--- src/rtl/rgb2raw.sv ---
// RGB-to-RAW8 re-mosaic: samples one Bayer component per pixel and packs
// PIX_PER_WORD samples per output word, lane 0 holding the earliest pixel.
`timescale 1ns/1ps
module rgb2raw #(
  parameter int LINE_LENGTH   = 640,
  parameter int RGB_WIDTH     = 24,
  parameter int PIX_PER_WORD  = 4,
  parameter int BAYER_PATTERN = 0
) (
  input  logic                      clk,
  input  logic                      rst,
  input  logic [RGB_WIDTH-1:0]      rgb_in,
  input  logic                      rgb_valid,
  input  logic                      rgb_sof,
  output logic                      rgb_ready,
  output logic [8*PIX_PER_WORD-1:0] raw_out,
  output logic                      raw_valid,
  output logic                      raw_sof,
  output logic                      raw_eol,
  input  logic                      raw_ready,
  output logic                      frame_err
);

  localparam int XW = (LINE_LENGTH > 1) ? $clog2(LINE_LENGTH) : 1;
  localparam int IW = (PIX_PER_WORD > 1) ? $clog2(PIX_PER_WORD) : 1;
  localparam int OW = 8 * PIX_PER_WORD;
  localparam logic [XW-1:0] X_LAST   = XW'(LINE_LENGTH - 1);
  localparam logic [IW-1:0] IDX_LAST = IW'(PIX_PER_WORD - 1);
  localparam logic [IW-1:0] IDX_ZERO = {IW{1'b0}};
  localparam logic [1:0]    PHASE    = 2'(BAYER_PATTERN);
  localparam bit            ONE_LANE = (PIX_PER_WORD == 1);

  logic [XW-1:0] x_r;
  logic          row_r;
  logic [IW-1:0] pix_idx_r;
  logic [7:0]    pack_r [PIX_PER_WORD];
  logic          sof_pend_r;

  logic          accept_s;
  logic [XW-1:0] eff_x_s;
  logic          eff_row_s;
  logic [IW-1:0] eff_idx_s;
  logic [1:0]    phase_s;
  logic [7:0]    comp_s;
  logic [OW-1:0] word_s;

  // Only the word-completing pixel can be stalled by a held output word.
  assign rgb_ready = (pix_idx_r != IDX_LAST) || !raw_valid || raw_ready;
  assign accept_s  = rgb_valid && rgb_ready;

  // Effective position (sof restarts the frame), Bayer component select and word assembly.
  always_comb begin
    eff_x_s   = x_r;
    eff_row_s = row_r;
    eff_idx_s = pix_idx_r;
    if (rgb_sof) begin
      eff_x_s   = {XW{1'b0}};
      eff_row_s = 1'b0;
      eff_idx_s = IDX_ZERO;
    end else begin
      eff_x_s   = x_r;
      eff_row_s = row_r;
      eff_idx_s = pix_idx_r;
    end
    phase_s = {eff_row_s, eff_x_s[0]} ^ PHASE;
    case (phase_s)
      2'b00:        comp_s = rgb_in[23:16];
      2'b01, 2'b10: comp_s = rgb_in[15:8];
      2'b11:        comp_s = rgb_in[7:0];
      default:      comp_s = rgb_in[15:8];
    endcase
    word_s = {OW{1'b0}};
    for (int i = 0; i < PIX_PER_WORD - 1; i++) begin
      word_s[i*8 +: 8] = pack_r[i];
    end
    word_s[OW-1 -: 8] = comp_s;
  end

  // Counters, pack lanes, output word register and sticky frame error.
  always_ff @(posedge clk) begin
    if (rst) begin
      x_r        <= {XW{1'b0}};
      row_r      <= 1'b0;
      pix_idx_r  <= IDX_ZERO;
      sof_pend_r <= 1'b0;
      raw_out    <= {OW{1'b0}};
      raw_valid  <= 1'b0;
      raw_sof    <= 1'b0;
      raw_eol    <= 1'b0;
      frame_err  <= 1'b0;
      for (int i = 0; i < PIX_PER_WORD; i++) begin
        pack_r[i] <= 8'h00;
      end
    end else begin
      if (accept_s) begin
        if (rgb_sof && (pix_idx_r != IDX_ZERO)) begin
          frame_err <= 1'b1;
        end
        pack_r[eff_idx_s] <= comp_s;
        if (eff_idx_s == IDX_ZERO) begin
          sof_pend_r <= rgb_sof;
        end
        if (eff_idx_s == IDX_LAST) begin
          pix_idx_r <= IDX_ZERO;
          raw_out   <= word_s;
          raw_valid <= 1'b1;
          raw_sof   <= ONE_LANE ? rgb_sof : sof_pend_r;
          raw_eol   <= (eff_x_s == X_LAST);
        end else begin
          pix_idx_r <= eff_idx_s + IW'(1);
          if (raw_valid && raw_ready) begin
            raw_valid <= 1'b0;
          end
        end
        if (eff_x_s == X_LAST) begin
          x_r   <= {XW{1'b0}};
          row_r <= ~eff_row_s;
        end else begin
          x_r   <= eff_x_s + XW'(1);
          row_r <= eff_row_s;
        end
      end else if (raw_valid && raw_ready) begin
        raw_valid <= 1'b0;
      end
    end
  end

endmodule

--- config.mk ---
export PLATFORM = sky130hd
export DESIGN_NAME = rgb2raw
export DESIGN_NICKNAME = d
export VERILOG_FILES = /design/src/rtl/rgb2raw.sv
export SDC_FILE = /design/constraint.sdc
export NUM_CORES = 1
export LEC_CHECK = 0
export CAP_MARGIN = 15
export CORE_UTILIZATION = 46
export CTS_CLUSTER_SIZE = 40
export DETAILED_ROUTE_END_ITERATION = 8
export PLACE_DENSITY = 0.76
export SYNTH_ARGS = -nofsm -noshare
export SYNTH_HDL_FRONTEND = slang
export SYNTH_SLANG_ARGS = --single-unit
--- constraint.sdc ---
create_clock -name clk -period 1.87 [get_ports clk]
set_input_delay 0.374 -clock clk [delete_from_list [all_inputs] [get_ports clk]]
set_output_delay 0.374 -clock clk [all_outputs]
set_load 0.01 [all_outputs]
==> key figures <==
STA
  – F_max: 0.545 GHz
  – Slew Limit Fails: 0
  – Rel. slew slack: 81.9%
  – RSZ-0062 raised after global routing: false
  – Final setup viols: 0
  – Actual slew at the worst max-slew pin: 0.272 ns
  – Clock skew: 0.0152 ns
  – Fin crit period: 1.83 ns
  – Final hold vios: 0
  – Final period util: 98.1%
  – Final WS setup: 0.0361 ns

Worst hold path
  – Min-Delay Endpoint: raw_out[23]$_SDFFE_PP0P_
  – Hold WC Path Type: flip-flop to flip-flop
  – Worst hold start: raw_out[23]$_SDFFE_PP0P_
  – Hold path depth: 2

CTS
  – Clk slew on worst S/H paths: 0.07 ns
  – TritonCTS buffer count: 9
  – Clk_lat worst skew: 0.34 ns
  – Clk sinks: 74
  – Number of H-tree levels: 3
  – Hold bufs inserted after CTS: 0
  – CTS tree: yes
  – CTS Root Cell: clkbuf_8
  – CTS max path bufs: 2

Worst setup path
  – Crit path DAT: 1.46 ns
  – Worst reg-to-reg path cell count: 6
  – Worst Path Max Fanout: 3
  – Critical path class: primary input to output port
  – Worst r2r dst: pack_r[0][1]$_SDFFCE_PN0P_
  – Critical Path RT: 1.50 ns
  – Worst setup SP type: primary input
  – Worst setup EP type: output port
  – Crit-path cells: clkdlybuf4s50_1, and4b_2, inv_8, dlygate4sd2_1
  – Slowest stage delay, CP: 0.41 ns
  – RR Startpoint: x_r[0]$_SDFFE_PP0P_
  – R2R setup slack: 0.17 ns
  – Crit-path slowest cell: clkdlybuf4s50_1

Logic synthesis
  – EDFF count, synth: 24
  – Syn_nets: 388
  – Mux contribution to synthesized area: 0.315%
  – Number of synthesized register bits: 74
  – Post-synthesis xor/xnor area fraction: 0%
  – Avg Synthesized Cell Area: 8.98 µm²
  – Cell variety after synth: 42
  – Asr flop ratio synth: 0%
  – Synth Area in Adders: 1.97%
  – Gate count of the mapped netlist: 354
  – Post-synth top flop: dfxtp_1
  – Sequential share of the synthesized area: 54.1%
  – Post-synthesis compound-gate area fraction: 14.2%
  – Mapped Area: 0.00318 mm²
  – Simple-Gate Fraction of Synth Area: 23.6%
  – YS warnings: 0
  – Largest family of logic cells by synthesized area: simple AND/OR/NAND/NOR gates

Power and ir drop
  – LEAKAGE: 1.60 nW
  – Peak supply drop: 0.470 mV
  – Cell Pwr Density: 748 mW/mm²

Drt
  – DRT antenna net count: 0
  – Via Count: 2799
  – Post-route DRC: 0
  – Number of DRC markers in iteration 0: 158
  – Pre-Repair DR Iteration Count: 4
  – Wirelength, routed: 7530 µm
  – Via/cell ratio: 5.32
  – WL/cell: 14.3 µm

Placement
  – DP Wirelength: 5420 µm
  – Final Wtd Congestion: 0.855
  – Port bufs: 65
  – DP Worst Slack: -0.588 ns
  – Post-Place Cells: 510

Floorplanning
  – DIE HEIGHT: 85.2 µm
  – Io pins: 66
  – Die area: 0.00725 mm²
  – Chip Width: 85.2 µm
  – Rows: 29
  – Starting Density: 49.0%
  – Core area: 0.00649 mm²

Global routing
  – Vias in the first global route: 2736
  – Met3 usage in global routing: 5.54%
  – GRT Total Usage: 22.2%
  – Grt ovf: 0
  – M2 GR Usage: 37.0%
  – GRT met1 Usage: 28.5%
  – Largest net degree at the start of global routing: 34
  – First-pass GRT wire length: 12500 µm
  – Grt peak-use layer: met2
  – Initial antenna violation count: 0

Layout
  – Share of cells above drive strength 1: 18.0%
  – Syn-to-layout area delta: 38.5%
  – Nets: 478
  – Antenna cell count: 0
  – Final core utilization: 67.8%
  – Fin cells: 526

Run
  – Max_cap viols: 0

Outcome
  – Outcome: finished, final reports clean
-- cell usage in the layout (no fill, tap or decap), types with 2 or more instances in the layout --
master,count
nand2_1,88
clkdlybuf4s50_1,62
dfxtp_1,50
a21oi_1,47
buf_4,35
nor2_1,30
edfxtp_1,24
nand3_1,9
clkbuf_8,9
nand2b_1,8
a22oi_2,8
o21ai_1,7
inv_1,6
o21ai_0,6
a31oi_1,4
buf_12,4
nand3_2,3
or3_1,3
ha_2,3
nor2b_1,2
a211oi_1,2
and3_1,2
nand4_1,2
ha_1,2
clkinvlp_4,2
clkinv_4,2
dlygate4sd2_1,2
-- Yosys cell counts (all sizes together), types with 3 or more instances --
library cell,count,area share (%)
nand2,89,11
dfxtp,50,31
a21oi,47,7.4
nor2,31,3.7
edfxtp,24,23
buf,15,3.1
o21ai,14,2.2
nand3,12,2.4
clkbuf,10,1.2
nand2b,9,1.8
a22oi,8,1.9
inv,7,1.1
ha,5,2.0
a31oi,4,0.79
nand4,3,0.79
or3,3,0.59
-- sequential cells by signal, summed over array words and instances (netlist names) --
register,count
sof_pend_r,1
frame_err,1
raw_eol,1
raw_valid,1
x_r,10
pix_idx_r,2
raw_out,32
pack_r,24
raw_sof,1
row_r,1
-- routing by layer --
metal	vias up	wire length, µm
met5	-	0
met4	0	59
met3	6	523
met2	111	3710
met1	1296	3230
li1	1386	-
-- power by group --
group	total (mW)	internal [mW]	switching, mW
registers	1.71	1.69	0.0175
clock network	1.30	0.702	0.599
logic	0.283	0.144	0.139
-- repair_timing --
item | 4_1_cts | 5_1_grt
buffers inserted | 0 | 0
endpoints found under the setup margin | 29 | 0
resized for setup | 9 | 0
-- worst max-delay path: cells and delay by family --
kind                   cells  cell delay [ns]
AND/OR/NAND/NOR            1             0.36
buffers and inverters      3             0.73
-- worst max-delay path by stage --
stage	start	endpoint	slack, ns	cells after the start
after floorplan	rgb_sof	x_r[8]$_SDFFE_PP0P_	-0.01	9
after global placement	rgb_sof	pack_r[0][7]$_SDFFCE_PN0P_	-0.46	7
after detailed placement	rgb_sof	pack_r[1][7]$_SDFFCE_PN0P_	-0.59	7
after CTS	raw_ready	rgb_ready	0.03	4
after global routing	raw_ready	rgb_ready	0.003	4
final	raw_ready	rgb_ready	0.04	4
-- through the flow --
step,setup TNS (ns),instance area (µm²),hold WS [ns],power [mW]
after floorplan,-0.0269,3250,0.432,1.87
after global placement,-26.53,4170,0.442,2.02
after detailed placement,-31.52,4170,0.445,2.02
after CTS,0,4410,0.448,3.31
after global routing,0,4410,0.467,3.42
final,0,4410,0.453,3.29
-- kinds of logic after synthesis --
family / Yosys count
simple gates: 161
compound gates: 80
flops: 74
buf+inv: 33
fa+ha+maj: 5
mux: 1
-- cell type report --
cell class | count | area (µm²)
Fill cell | 521 | 2090
Sequential cell | 74 | 1720
Multi-Input combinational cell | 247 | 1340
Timing Repair Buffer | 105 | 997
Clock buffer | 11 | 153
Tap cell | 77 | 96.3
Clock inverter | 5 | 62.6
Inverter | 7 | 33.8
(Power assumes the default switching activity.)
